`src/rtl/regfile_sb_if.sv`:
```
`default_nettype none
// ============================================================================
//  Module      : regfile_sb_if
//  Description : Port bundle for regfile_sb: two write ports, two read ports
//                with busy status, issue strobe and pending count.
//  Revision    : 1.0 - initial release
// ============================================================================
interface regfile_sb_if #(
    parameter int DATA_W = 32,
    parameter int ADDR_W = 5
);
    logic              we0;
    logic [ADDR_W-1:0] wa0;
    logic [DATA_W-1:0] wd0;
    logic              we1;
    logic [ADDR_W-1:0] wa1;
    logic [DATA_W-1:0] wd1;
    logic [ADDR_W-1:0] ra1;
    logic [ADDR_W-1:0] ra2;
    logic [DATA_W-1:0] rd1;
    logic [DATA_W-1:0] rd2;
    logic              iss_en;
    logic [ADDR_W-1:0] iss_addr;
    logic              busy1;
    logic              busy2;
    logic [ADDR_W:0]   pend_cnt;

    // Requester side: drives writes, reads and issues; observes results.
    modport master (
        output we0, wa0, wd0, we1, wa1, wd1, ra1, ra2, iss_en, iss_addr,
        input  rd1, rd2, busy1, busy2, pend_cnt
    );

    // Register file side.
    modport slave (
        input  we0, wa0, wd0, we1, wa1, wd1, ra1, ra2, iss_en, iss_addr,
        output rd1, rd2, busy1, busy2, pend_cnt
    );
endinterface
`default_nettype wire

```
`src/rtl/regfile_sb.sv`:
```
`default_nettype none
// ============================================================================
//  Module      : regfile_sb
//  Description : Two-write / two-read register file with write-through read
//                bypass and a per-register pending scoreboard. Port 1 has
//                priority on address collisions; an issue to the register
//                being written in the same cycle keeps it pending.
//  Revision    : 1.0 - initial release
// ============================================================================
module regfile_sb #(
    parameter int DATA_W   = 32,
    parameter int ADDR_W   = 5,
    parameter int ZERO_REG = 1
) (
    input  wire logic     clk,
    input  wire logic     reset,
    regfile_sb_if.slave   bus
);
    localparam int DEPTH = 2 ** ADDR_W;
    localparam int CNT_W = ADDR_W + 1;

    logic [DATA_W-1:0] regs_q [DEPTH];
    logic [DATA_W-1:0] regs_d [DEPTH];
    logic [DEPTH-1:0]  pend_q;
    logic [DEPTH-1:0]  pend_d;
    logic [CNT_W-1:0]  cnt_q;
    logic [CNT_W-1:0]  cnt_d;

    logic                        zr;
    logic                        wv0;
    logic                        wv1;
    logic                        iv;
    logic [1:0][ADDR_W-1:0]      ra;
    logic [1:0][DATA_W-1:0]      rd;
    logic [1:0]                  busy;

    // A write or issue targeting the hardwired zero register has no effect.
    assign zr  = (ZERO_REG != 0);
    assign wv0 = bus.we0    && !(zr && (bus.wa0 == '0));
    assign wv1 = bus.we1    && !(zr && (bus.wa1 == '0));
    assign iv  = bus.iss_en && !(zr && (bus.iss_addr == '0));

    assign ra = {bus.ra2, bus.ra1};

    // Read ports: zero register, then port 1 bypass, then port 0 bypass, then array.
    always_comb begin
        rd   = '0;
        busy = '0;
        for (int k = 0; k < 2; k++) begin
            if (zr && (ra[k] == '0)) begin
                rd[k]   = '0;
                busy[k] = 1'b0;
            end else begin
                if (bus.we1 && (bus.wa1 == ra[k])) begin
                    rd[k] = bus.wd1;
                end else if (bus.we0 && (bus.wa0 == ra[k])) begin
                    rd[k] = bus.wd0;
                end else begin
                    rd[k] = regs_q[ra[k]];
                end
                // A retiring write hides the pending bit in its own cycle.
                busy[k] = pend_q[ra[k]]
                          && !(wv0 && (bus.wa0 == ra[k]))
                          && !(wv1 && (bus.wa1 == ra[k]));
            end
        end
    end

    assign bus.rd1      = rd[0];
    assign bus.rd2      = rd[1];
    assign bus.busy1    = busy[0];
    assign bus.busy2    = busy[1];
    assign bus.pend_cnt = cnt_q;

    // Next state: port 1 applied after port 0 so it wins; issue applied after clears so set wins.
    always_comb begin
        regs_d = regs_q;
        pend_d = pend_q;
        if (wv0) begin
            regs_d[bus.wa0] = bus.wd0;
            pend_d[bus.wa0] = 1'b0;
        end
        if (wv1) begin
            regs_d[bus.wa1] = bus.wd1;
            pend_d[bus.wa1] = 1'b0;
        end
        if (iv) begin
            pend_d[bus.iss_addr] = 1'b1;
        end
    end

    // Pending count is the population of the next pending vector, so it cannot wrap.
    always_comb begin
        cnt_d = '0;
        for (int i = 0; i < DEPTH; i++) begin
            cnt_d = cnt_d + CNT_W'(pend_d[i]);
        end
    end

    // State registers; reset overrides any same-cycle write or issue.
    always_ff @(posedge clk) begin
        if (reset) begin
            for (int i = 0; i < DEPTH; i++) begin
                regs_q[i] <= '0;
            end
            pend_q <= '0;
            cnt_q  <= '0;
        end else begin
            regs_q <= regs_d;
            pend_q <= pend_d;
            cnt_q  <= cnt_d;
        end
    end
endmodule
`default_nettype wire

```
`src/flat_wrapper.sv`:
```
// flat-port wrapper written by rule: the top's interface ports become plain ports
module regfile_sb_flat 
#(
    parameter int DATA_W   = 32,
    parameter int ADDR_W   = 5,
    parameter int ZERO_REG = 1
)
  (clk, reset, bus_we0, bus_wa0, bus_wd0, bus_we1, bus_wa1, bus_wd1, bus_ra1, bus_ra2, bus_iss_en, bus_iss_addr, bus_rd1, bus_rd2, bus_busy1, bus_busy2, bus_pend_cnt);
  regfile_sb_if #(.DATA_W(DATA_W), .ADDR_W(ADDR_W)) bus_i ();
  input  wire logic clk;
  input  wire logic reset;
  input wire logic [$bits(bus_i.we0)-1:0] bus_we0;
  input wire logic [$bits(bus_i.wa0)-1:0] bus_wa0;
  input wire logic [$bits(bus_i.wd0)-1:0] bus_wd0;
  input wire logic [$bits(bus_i.we1)-1:0] bus_we1;
  input wire logic [$bits(bus_i.wa1)-1:0] bus_wa1;
  input wire logic [$bits(bus_i.wd1)-1:0] bus_wd1;
  input wire logic [$bits(bus_i.ra1)-1:0] bus_ra1;
  input wire logic [$bits(bus_i.ra2)-1:0] bus_ra2;
  input wire logic [$bits(bus_i.iss_en)-1:0] bus_iss_en;
  input wire logic [$bits(bus_i.iss_addr)-1:0] bus_iss_addr;
  output wire logic [$bits(bus_i.rd1)-1:0] bus_rd1;
  output wire logic [$bits(bus_i.rd2)-1:0] bus_rd2;
  output wire logic [$bits(bus_i.busy1)-1:0] bus_busy1;
  output wire logic [$bits(bus_i.busy2)-1:0] bus_busy2;
  output wire logic [$bits(bus_i.pend_cnt)-1:0] bus_pend_cnt;
  assign bus_i.we0 = bus_we0;
  assign bus_i.wa0 = bus_wa0;
  assign bus_i.wd0 = bus_wd0;
  assign bus_i.we1 = bus_we1;
  assign bus_i.wa1 = bus_wa1;
  assign bus_i.wd1 = bus_wd1;
  assign bus_i.ra1 = bus_ra1;
  assign bus_i.ra2 = bus_ra2;
  assign bus_i.iss_en = bus_iss_en;
  assign bus_i.iss_addr = bus_iss_addr;
  assign bus_rd1 = bus_i.rd1;
  assign bus_rd2 = bus_i.rd2;
  assign bus_busy1 = bus_i.busy1;
  assign bus_busy2 = bus_i.busy2;
  assign bus_pend_cnt = bus_i.pend_cnt;
  regfile_sb #(.DATA_W(DATA_W), .ADDR_W(ADDR_W), .ZERO_REG(ZERO_REG)) u_core (.clk(clk), .reset(reset), .bus(bus_i));
endmodule
```
`config.mk`:
```
export PLATFORM = sky130hd
export DESIGN_NAME = regfile_sb_flat
export DESIGN_NICKNAME = d
export VERILOG_FILES = /design/src/rtl/regfile_sb_if.sv /design/src/rtl/regfile_sb.sv /design/src/flat_wrapper.sv
export SDC_FILE = /design/constraint.sdc
export NUM_CORES = 2
export LEC_CHECK = 0
export CAP_MARGIN = 20
export CORE_MARGIN = 2
export CORE_UTILIZATION = 25
export DETAILED_ROUTE_END_ITERATION = 7
export PLACE_DENSITY = 0.49
export SETUP_SLACK_MARGIN = 0.15
export SLEW_MARGIN = 20
export SYNTH_ARGS = -nofsm -noshare
export SYNTH_HDL_FRONTEND = slang
export SYNTH_SLANG_ARGS = --single-unit
```
`constraint.sdc`:
```
create_clock -name clk -period 19.4 [get_ports clk]
set_input_delay 3.88 -clock clk [delete_from_list [all_inputs] [get_ports clk]]
set_output_delay 3.88 -clock clk [all_outputs]
set_load 0.02 [all_outputs]
```
==> impl_results.md <==
* Leak at about 25 nW
* GR Overflow Total at 0
* Most frequent cell after synthesis: nor2_1
* Tot GR Track Use at 0.256
* Post-synthesis sequential area ratio at 0.327
* Min cycle time layout at between 10 and 15 ns
* Root buf cell: clkbuf_16
* Post-route clock skew at between 0.006 and 0.007 ns
* Via count at 64173
* Slowest cell on crit path: buf_4
* Mean routed wirelength per cell at 35.0 µm
* CP most frequent cell: buf_4
* Maximum VDD drop at 0.0000743 V
* Commonest cells in the netlist: 1087 x nor2_1, 1062 x dfxtp_1, 717 x clkbuf_1, 674 x a211oi_1, 635 x mux2i_1
* Slew HR at 0.179
* Die area at between 200000 and 300000 µm²
* Die X at 514 µm
* ANT nets after route at 0
* Vias in the first global route at 59671
* Synth cell types at 70
* Synth top area share at 0.327
* Final Hold Fails at 0
* Met3 usage at 0.0802
* Critical Path Fanout Max at 46
* Hold_sp: u_core.regs_q[1015]
* Routability cong. at 0.903
* Number of buffers created by CTS at 116
* Initial Utilization at 0.251
* Worst slew pin tran at 1.23 ns
* Synth area leaders: dfxtp_1 33%, mux4_2 16%, mux2i_1 9.8%, a211oi_1 7.8%, nor2_1 6.3%
* Crit end category: output port
* Clk slew on worst S/H paths at about 0.060 ns
* CTS HTree Levels at 3
* Core area at around 260000 µm²
* Post-synth EDFFs at 0
* Cts hold-fix bufs at 0
* WHS at just under 0.5 ns
* Resize count post-CTS at 0
* M1 GR Usage at 0.340
* Top Family by Delay on Critical Path: buffers and inverters
* Adder-cell share of the synthesized area at 0.00892
* Most Crowded Layer GR: met2
* Mux contribution to synthesized area at 0.253
* RR Startpoint: u_core.pend_q[1]
* PortBufs at 165
* Post-Synth Simple-Gate Area at 0.144
* Post-CTS setup buffers at 0
* Layout area overhead at 12.4%
* Clock Path Buffers at 3
* Synth Area in XOR/XNOR at 0.00296
* RSZ-0062 raised after global routing: no
* WL final at 353000 µm
* Crit path cell chain: buf_8 -> buf_4 -> buf_4 -> buf_4 -> mux4_2 -> o22ai_1 -> or3_1 -> nor4_1 -> a221o_1 -> clkdlybuf4s50_1
* Worst slack at placement at roughly 6.4 ns
* Via density at 6.35
* Outcome: completed
* Slowest stage delay, CP at 0.83 ns
* Largest family of logic cells by synthesized area: multiplexers
* Initial antenna violation count at 39
* Final setup violation count at 0
* Max Freq at 0.0769 GHz
* PwrDens at 73.0 nW/µm²
* Ys flop type: dfxtp_1
* DRC at 0
* Later-pin clock latency in the skew report at 0.81 ns
* Io pins at between 150 and 200
* Largest area contributor in the netlist: dfxtp_1
* R2R depth at 18
* GRT met2 Usage at 0.365
* CP Class: primary input to output port
* DIE HEIGHT at 514 µm
* R2R Setup Slk at approximately 14 ns
* Layout cells sized above 1 at 0.152
* Setup TNS at 0 ns
* Num rows at 187
* Syn avg cell area at between 9 and 10 µm²
* Nets at 6726
* Max cap viols at 0
* Crit path arrival time at 9.12 ns
* Slew Viols, Final at 0
* CP bufs+invs at 5
* Sink of the worst hold path: u_core.regs_q[1015]
* Clock sinks at roughly 1100
* HP Class: flop to flop
* Pin count of the biggest net entering global routing at 107
* Yosys warnings at 0
* CP required at 15.52 ns
* CTS tree: done
* First-pass GRT wire length at 485000 µm
* Setup ws final at between 6 and 7 ns
* Register bit total from synthesis at 1062
* Reg2reg end: u_core.bus.pend_cnt[4]
* Post-synthesis compound-gate area fraction at 0.196
* Critical path startpoint category: primary input
* DP HPWL at 205000 µm
* Post-Synthesis Cells at 7074
* Drt pass-1 iters at 7
* Post-synth ARST share at 0
* Synthesized net count at just over 7000
* Synth Cell Area at 65100 µm²
* Final critical-path share of the clock period at 0.670
* DRT iter0 DRCs at 10589
* Hold Path Stages at 1
-- layout make-up --
type | count | area, µm²
diodes | 12 | 30.0
clock buffers | 177 | 3490
clock inverters | 27 | 220
fillers | 26974 | 186000
inverters | 61 | 229
multi-input cells | 4946 | 40000
flip-flops and latches | 1062 | 21300
well taps | 3402 | 4260
repair buffers | 413 | 3610
-- state kept, by name (all words and copies together) (netlist names) --
| signal | flops |
|---|---|
| u_core.regs_q | 1024 |
| u_core.pend_q | 32 |
| u_core.bus.pend_cnt | 6 |
-- worst max path at each step --
stage,start,to,cells after the start
after CTS,bus_ra1[1],bus_rd1[16],10
after detailed placement,bus_ra1[1],bus_rd1[16],10
final,bus_ra1[1],bus_rd1[16],10
after global routing,bus_ra1[1],bus_rd1[16],10
after floorplan,bus_wa0[0],u_core.bus.pend_cnt[4],21
after global placement,bus_ra1[1],bus_rd1[14],10
-- where the power goes --
part           switching [mW]  internal, mW
logic                   0.548         0.243
registers              0.0335          2.22
clock network            1.06          1.23
-- stage by stage --
step           cell area [µm²]  std cells   util  power (mW)
4_1_cts                  73100      10088  0.282        5.31
2_1_floorplan            65100       7074      -        2.73
3_3_place_gp             69300       9884  0.267        3.06
3_5_place_dp             69300       9884  0.267        3.07
6_report                 73100      10100  0.282        5.34
5_1_grt                  73100      10091  0.282        5.44
-- cell families after synthesis --
logic type / after synthesis
multiplexers: 1084
XOR/XNOR: 22
AO/OA/AOI/OAI: 1622
buffers and inverters: 1066
flip-flops: 1062
adder cells (fa/ha/maj): 32
AND/OR/NAND/NOR: 2186
-- layer usage --
layer,routed length [µm],vias up
met5,403,-
met4,22500,42
met3,46400,1060
li1,-,25864
met2,146000,5084
met1,138000,32123
-- placed cells by master (no fill, tap or decap), drive strengths merged, types with 16 or more instances in the layout --
cell type / count
a21oi: 20
clkbuf: 177
clkdlybuf4s50: 154
nor2b: 94
a311o: 16
nand2: 559
mux4: 448
xnor2: 16
nand3: 290
o22ai: 150
a221o: 19
nor2: 1090
o32ai: 27
fa: 24
and4: 16
a311oi: 366
inv: 65
a22oi: 121
or3: 20
mux2i: 635
clkinv: 21
a211oi: 674
dfxtp: 1062
nor4: 22
a32oi: 148
buf: 259
nor3: 26
Power figures use the tool's default switching activity.
